$ cat config.mk
export PLATFORM = sky130hd
export DESIGN_NAME = prbs_word_gen
export DESIGN_NICKNAME = d
export VERILOG_FILES = /design/src/rtl/prbs_word_gen.sv
export SDC_FILE = /design/constraint.sdc
export NUM_CORES = 1
export LEC_CHECK = 0
export BUFFER_PORTS_ARGS = -buffer_cell sky130_fd_sc_hd__buf_2
export CAP_MARGIN = 20
export CORE_AREA = 4 4 91 93
export CTS_CLUSTER_SIZE = 24
export DETAILED_ROUTE_END_ITERATION = 12
export DIE_AREA = 0 0 95 97
export PLACE_DENSITY = 0.74
export SYNTH_ARGS = -nofsm -noshare
export SYNTH_HDL_FRONTEND = slang
export SYNTH_SLANG_ARGS = --single-unit
export TNS_END_PERCENT = 20
$ cat constraint.sdc
create_clock -name clk -period 4.64 [get_ports clk]
set_input_delay 1.392 -clock clk [delete_from_list [all_inputs] [get_ports clk]]
set_output_delay 1.392 -clock clk [all_outputs]
set_load 0.02 [all_outputs]
$ cat src/rtl/prbs_word_gen.sv
// Pseudo-random word source: Fibonacci LFSR packed into OUT_W-bit words,
// optional rejection sampling to 0..RANGE-1, and a FWFT output FIFO.
module prbs_word_gen #(
  parameter int unsigned         LFSR_W = 15,
  parameter logic [LFSR_W-1:0]   TAPS   = 15'h0003,
  parameter logic [LFSR_W-1:0]   SEED   = 15'h4A80,
  parameter int unsigned         OUT_W  = 6,
  parameter int unsigned         RANGE  = 7,
  parameter int unsigned         DEPTH  = 4
) (
  input  logic              clk,
  input  logic              rst,
  input  logic              mode,
  input  logic              seed_load,
  input  logic [LFSR_W-1:0] seed_in,
  output logic [OUT_W-1:0]  dout,
  output logic              dout_valid,
  input  logic              dout_ready,
  output logic [7:0]        drop_cnt
);

  localparam int unsigned CW = (OUT_W > 1) ? $clog2(OUT_W) : 1;
  localparam int unsigned AW = $clog2(DEPTH);
  localparam longint unsigned MAX_RANGE = 64'd1 << OUT_W;
  localparam logic [CW-1:0] CNT_LAST = CW'(OUT_W - 1);
  localparam logic [AW:0] FULL_CNT = (AW + 1)'(DEPTH);

  if (SEED == '0) begin : g_bad_seed
    $error("prbs_word_gen: SEED must be nonzero");
  end
  if (RANGE == 0 || 64'(RANGE) > MAX_RANGE) begin : g_bad_range
    $error("prbs_word_gen: RANGE must be 1..2^OUT_W");
  end
  if (DEPTH < 2 || DEPTH > 16 || (DEPTH & (DEPTH - 1)) != 0) begin : g_bad_depth
    $error("prbs_word_gen: DEPTH must be a power of two in 2..16");
  end
  if (LFSR_W < 4 || LFSR_W > 32) begin : g_bad_lfsr_w
    $error("prbs_word_gen: LFSR_W must be 4..32");
  end
  if (OUT_W < 1 || OUT_W > 16) begin : g_bad_out_w
    $error("prbs_word_gen: OUT_W must be 1..16");
  end

  // generator
  logic [LFSR_W-1:0] state;
  logic [CW-1:0]     cnt;
  logic [OUT_W-1:0]  acc;
  logic              fb;
  logic [OUT_W-1:0]  word_next;
  logic              step;
  logic              word_done;

  assign fb   = ^(state & TAPS);
  assign step = !seed_load && (state != '0);
  assign word_done = step && (cnt == CNT_LAST);

  if (OUT_W == 1) begin : g_w1
    assign word_next = fb;
  end else begin : g_wn
    assign word_next = {fb, acc[OUT_W-1:1]};
  end

  always_ff @(posedge clk) begin
    if (rst) begin
      state <= SEED;
      cnt   <= '0;
      acc   <= '0;
    end else if (seed_load) begin
      state <= (seed_in == '0) ? SEED : seed_in;
      cnt   <= '0;
      acc   <= '0;
    end else if (state == '0) begin
      state <= SEED;
    end else begin
      state <= {fb, state[LFSR_W-1:1]};
      acc   <= word_next;
      cnt   <= (cnt == CNT_LAST) ? '0 : cnt + CW'(1);
    end
  end

  // candidate stage; mode is captured with the word it applies to
  logic [OUT_W-1:0] cand;
  logic             cand_stb;
  logic             cand_mode;

  always_ff @(posedge clk) begin
    if (rst) begin
      cand      <= '0;
      cand_stb  <= 1'b0;
      cand_mode <= 1'b0;
    end else begin
      cand_stb <= word_done;
      if (word_done) begin
        cand      <= word_next;
        cand_mode <= mode;
      end
    end
  end

  // filter stage
  logic             in_range;
  logic             accept;
  logic             push;
  logic [OUT_W-1:0] push_data;

  assign in_range = 32'(cand) < RANGE;
  assign accept   = cand_stb && (!cand_mode || in_range);

  always_ff @(posedge clk) begin
    if (rst) begin
      push      <= 1'b0;
      push_data <= '0;
    end else begin
      push <= accept;
      if (accept) begin
        push_data <= cand;
      end
    end
  end

  // output fifo
  logic [OUT_W-1:0] mem [DEPTH];
  logic [AW-1:0]    wr_ptr;
  logic [AW-1:0]    rd_ptr;
  logic [AW:0]      count;
  logic [OUT_W-1:0] hold;
  logic             full;
  logic             pop;
  logic             do_push;
  logic             drop;

  assign full    = (count == FULL_CNT);
  assign pop     = dout_valid && dout_ready;
  assign do_push = push && (!full || pop);
  assign drop    = push && full && !pop;

  assign dout_valid = (count != '0);
  assign dout       = dout_valid ? mem[rd_ptr] : hold;

  always_ff @(posedge clk) begin
    if (do_push) begin
      mem[wr_ptr] <= push_data;
    end
  end

  always_ff @(posedge clk) begin
    if (rst) begin
      wr_ptr <= '0;
      rd_ptr <= '0;
      count  <= '0;
      hold   <= '0;
    end else begin
      if (do_push) begin
        wr_ptr <= wr_ptr + AW'(1);
      end
      if (pop) begin
        rd_ptr <= rd_ptr + AW'(1);
        hold   <= mem[rd_ptr];
      end
      unique case ({do_push, pop})
        2'b10:   count <= count + (AW + 1)'(1);
        2'b01:   count <= count - (AW + 1)'(1);
        default: count <= count;
      endcase
    end
  end

  always_ff @(posedge clk) begin
    if (rst) begin
      drop_cnt <= '0;
    end else if (drop && drop_cnt != 8'hFF) begin
      drop_cnt <= drop_cnt + 8'd1;
    end
  end

endmodule
## Word-level counts from Yosys, hierarchy flattened

Memories as Yosys holds them, arrays and structs flattened. A register that Yosys moved wholly into a read port is not among the register bits.
Cells that the tools add are included.
Widths: inputs -> output; s select.

| operators by class | value |
|---|---|
| add/subtract/negate cells | 6 |
| magnitude comparators | 1 |
| equality and inequality tests | 5 |
| multiplexer cells | 10 |
| reduce and logical (&&, ||, !) cells | 21 |

Operators with widths:

| cell | number |
|---|---|
| $mux 15 | 3 |
| $logic_not 15->1 | 2 |
| $reduce_bool 15->1 | 1 |
| $reduce_xor 15->1 | 1 |
| $add 8x1->8 const B | 1 |
| $logic_and 1x1->1 | 8 |
| $ne 8x8->1 const B | 1 |
| $add 3x1->3 const B | 2 |
| $eq 3x3->1 const B | 2 |
| $lt 6x3->1 const B | 1 |
| $mux 6 | 1 |
| $pmux 3 s2 | 1 |
| $add 2x1->2 const B | 2 |
| $logic_not 1->1 | 4 |
| $mux 2 | 2 |
| $mux 3 | 1 |
| $reduce_bool 3->1 | 1 |
| $sub 3x1->3 const B | 1 |
| $eq 2x1->1 const B | 1 |
| $eq 2x2->1 const B | 1 |
| $logic_or 1x1->1 | 2 |
| $mux 1 | 2 |
| $reduce_bool 2->1 | 1 |
| $reduce_or 2->1 | 1 |

| storage, ports and cells | value |
|---|---|
| bits in registers | 60 |
| bits in writable memories | 24 |
| memories | 1 |

Memory list:

| name | words | width | rd ports | clocked after Yosys merged registers in | wr ports | line | source |
|---|---|---|---|---|---|---|---|
| mem | 4 | 6 | 1 | 1 | 1 | 122 | `logic [OUT_W-1:0] mem [DEPTH];` |

## Longest topological paths before layout

| logic depth | value |
|---|---|
| depth in word-level cells | 6 |
| gate-level depth with buffers | 8 |
| depth with buffers taken out | 6 |

## Least setup slack after synthesis

No wires, ideal clock.

| timing path | value |
|---|---|
| path kind | register to output |
| from | register (tool-made name) |
| to | output dout[0] |
| arrival | 1.499 ns |
| path slack | 1.749 ns |
| stages on the path, launching flop included | 4 |
| path buffers | 1 |
| cells stage by stage | dfxtp_1 -> clkbuf_1 -> mux4_2 -> mux2_2 |

RTL lines:

| element | line | source |
|---|---|---|
| end: declaration | 16 | `output logic [OUT_W-1:0] dout,` |

==> flow_summary_export.csv <==
group,metric,value,unit
logic_synthesis,syn_inst,322,
hold_path,min_path_type,"reg2reg",
logic_synthesis,ys_ff_latch,85,
cts,cts_tree,"yes",
logic_synthesis,synth_top_area_frac,0.338,
timing,fmax,302,MHz
cells_and_area,fill_cells,665,
cells_and_area,fin_nets,378,
timing,rsz0062_at_grt,"no",
status,status,"finished clean",
cts,cts_max_path_buffers,2,
placed_design,portBuffers,34,
logic_synthesis,async_flop_share,0,
timing,hold_viol,0,
logic_synthesis,netlist_top_cells_area,"dfxtp_1 (34%), edfxtp_1 (20%), mux2i_1 (6.4%)",
global_route,antenna_found_initial,0,
detailed_routing,vias_per_cell,5.21,
cts,cts_hold_buf,0,
timing,worstMarginPinSlew,940,ps
detailed_routing,wl_per_cell,13.4,um
setup_path,slowest_delay,580,ps
setup_path,crit_arrival,1920,ps
timing,period_minus_slack,3310,ps
placed_design,detailed_place_hpwl,4240,um
global_route,grt_max_degree,63,
cts,clock-sinks,85,
setup_path,critical_path_required,3250,ps
global_route,grt_first_pass_wirelength,10700,um
die,ioPinCount,35,
global_route,grt_pass1_vias,2378,
cts,cts_made_buffers,9,
die,start_util,0.480,
cells_and_area,drive_gt1_frac,0.216,
logic_synthesis,synth_edf_count,24,
placed_design,placed_cells,442,
setup_path,critPathKind,"reg2out",
cts,cts_resized,0,
die,core_area,7530,um^2
placed_design,placed_area,3840,um^2
logic_synthesis,synthTopCellsByCount,"dfxtp_1 (61), nand2_1 (28), nor2_1 (26)",
cells_and_area,area.sequential,1940,um^2
timing,finalSetupViolations,0,
timing,setup_ws,1330,ps
logic_synthesis,seq_area_frac_synth,0.537,
timing,max_slew_margin,0.373,
die,die_area,9220,um^2
logic_synthesis,synth_nets,349,
logic_synthesis,synth-main-ff-cell,"dfxtp_1",
cells_and_area,n_antenna_cell,0,
timing,setup_tns,0,ps
setup_path,crit_path_top_delay_cell,"mux4_2",
global_route,track_usage,0.145,
logic_synthesis,synth_area,3610,um^2
cts,htree_levels,3,
power_and_ir_drop,vdd_ir_drop_max,201,uV
cells_and_area,fin_cells,458,
placed_design,pre_cts_ws,1350,ps
setup_path,crit_path_max_fanout,6,
setup_path,cp_top_family,"multiplexers",
setup_path,cp.buffers_inverters,1,
setup_path,worst_setup_path_end_kind,"output port",
power_and_ir_drop,powerDensity,398,nW/um^2
logic_synthesis,synth_largest_area_cell,"dfxtp_1",
logic_synthesis,yosys_warnings,0,
power_and_ir_drop,power,1.61,mW
cts,cts.clk_slew.worst_paths,80,ps
cts,clockRootBuffer,"clkbuf_8",
detailed_routing,wl,6140,um
timing,finalMaxSlewViolations,0,
setup_path,crit_chain,"mux4_2 > mux2_2 > buf_2",
cts,cts_setup_buffers,0,
detailed_routing,ant_nets,0,
timing,fin_hold_ws,460,ps
timing,finalCritPeriodShare,0.713,
detailed_routing,drtIter0Drc,57,
cells_and_area,finish.instance_area,4060,um^2
die,fp-row-count,32,
placed_design,place_congestion,0.774,
detailed_routing,drc,0,
cells_and_area,final_util,0.539,
logic_synthesis,yosysMostFrequentCell,"dfxtp_1",
global_route,overflow,0,
die,fp.dieW,95,um
flow_run,cap_violations,0,
logic_synthesis,postSynthAreaPerCell,11.2,um^2
detailed_routing,drt-pass1-iter-count,4,
timing,finalClockSkew,10.8,ps
die,die_height,97,um
detailed_routing,via_count,2384,
cells_and_area,multi_input_area,1560,um^2
cells_and_area,area_growth,12.2,%
logic_synthesis,synthDistinctLibCells,50,
cts,clk_latency,340,ps
setup_path,crit_path_start_kind,"flip-flop",
power_and_ir_drop,p_leak,1.57,nW
[placed cells by master, fill, tap and decap left out, types with 2 or more instances in the layout]
cell type	synthesis	routed
mux4_2	6	6
xor2_1	2	2
o31ai_1	4	4
buf_2	4	34
nand4_1	2	2
bufinv_16	0	2
or2_2	2	2
or3_1	2	2
edfxtp_1	24	24
or4_1	5	5
dfxtp_1	61	61
and3_2	4	4
nand2b_1	24	24
nor3_1	4	4
o21ai_0	4	4
mux2_4	2	2
ha_1	6	6
nor4b_1	2	2
mux2i_1	23	23
nor2_1	26	26
nor4_1	5	5
a21oi_1	22	22
xnor2_1	2	2
mux2_2	6	6
o32ai_1	4	4
nand2_1	28	28
nand3_1	4	4
clkinv_4	0	2
clkbuf_8	0	9
inv_1	12	12
[path summary, 6_finish.rpt]
path / depth (start not counted) / slack (ps) / startpoint / endpoint
setup / recovery: 3 / 1330 / flip-flop / dout[4]
setup reg to reg: 6 / 2240 / count[0]$_SDFFE_PP0P_ / count[2]$_SDFFE_PP0P_
hold / removal: 2 / 460 / hold[0]$_SDFFE_PP0N_ / hold[0]$_SDFFE_PP0N_
hold reg to reg: 2 / 460 / hold[0]$_SDFFE_PP0N_ / hold[0]$_SDFFE_PP0N_
[flip-flops by register name, summed over array words and instances, names as in the netlist, named ones only]
name	flops
cnt	3
push	1
rd_ptr	2
count	3
cand_stb	1
wr_ptr	2
cand	6
hold	6
acc	5
cand_mode	1
mem	24
push_data	6
drop_cnt	8
state	15
[kinds of logic after synthesis]
group | count (synthesis) | share of synthesized area
fa+ha+maj | 7 | 0.0263
xor+xnor | 4 | 0.00969
buf+inv | 28 | 0.0325
compound gates | 43 | 0.0831
simple gates | 118 | 0.183
mux | 37 | 0.128
flops | 85 | 0.537
[layout make-up]
class                      instances  area share
multi-input combinational        209       0.383
sequential                        85       0.479
tap                              102      0.0315
clock buffer                      10      0.0315
inverter                          12      0.0111
clock inverter                     6      0.0219
timing repair buffer              34      0.0419
[power breakdown]
| group | switching, mW | internal, mW | total [mW] |
|---|---|---|---|
| logic | 0.122 | 0.111 | 0.233 |
| clock network | 0.251 | 0.303 | 0.554 |
| registers | 0.0398 | 0.786 | 0.826 |
[routing by layer]
| metal | GRT usage | part of all wire |
|---|---|---|
| met3 | 0.0474 | 0.044 |
| met4 | 0.0433 | 0.011 |
| met5 | 0 | 0 |
| met2 | 0.251 | 0.52 |
| met1 | 0.169 | 0.43 |
[worst reg2reg max path: stages (launching register included)]
cell and delay, ps:
dfxtp_1 560, o31a_1 450, nand2b_1 150, fa_1 400
nor4b_1 470, nor3_1 100, nor3_1 190
Power figures use the tool's default switching activity.
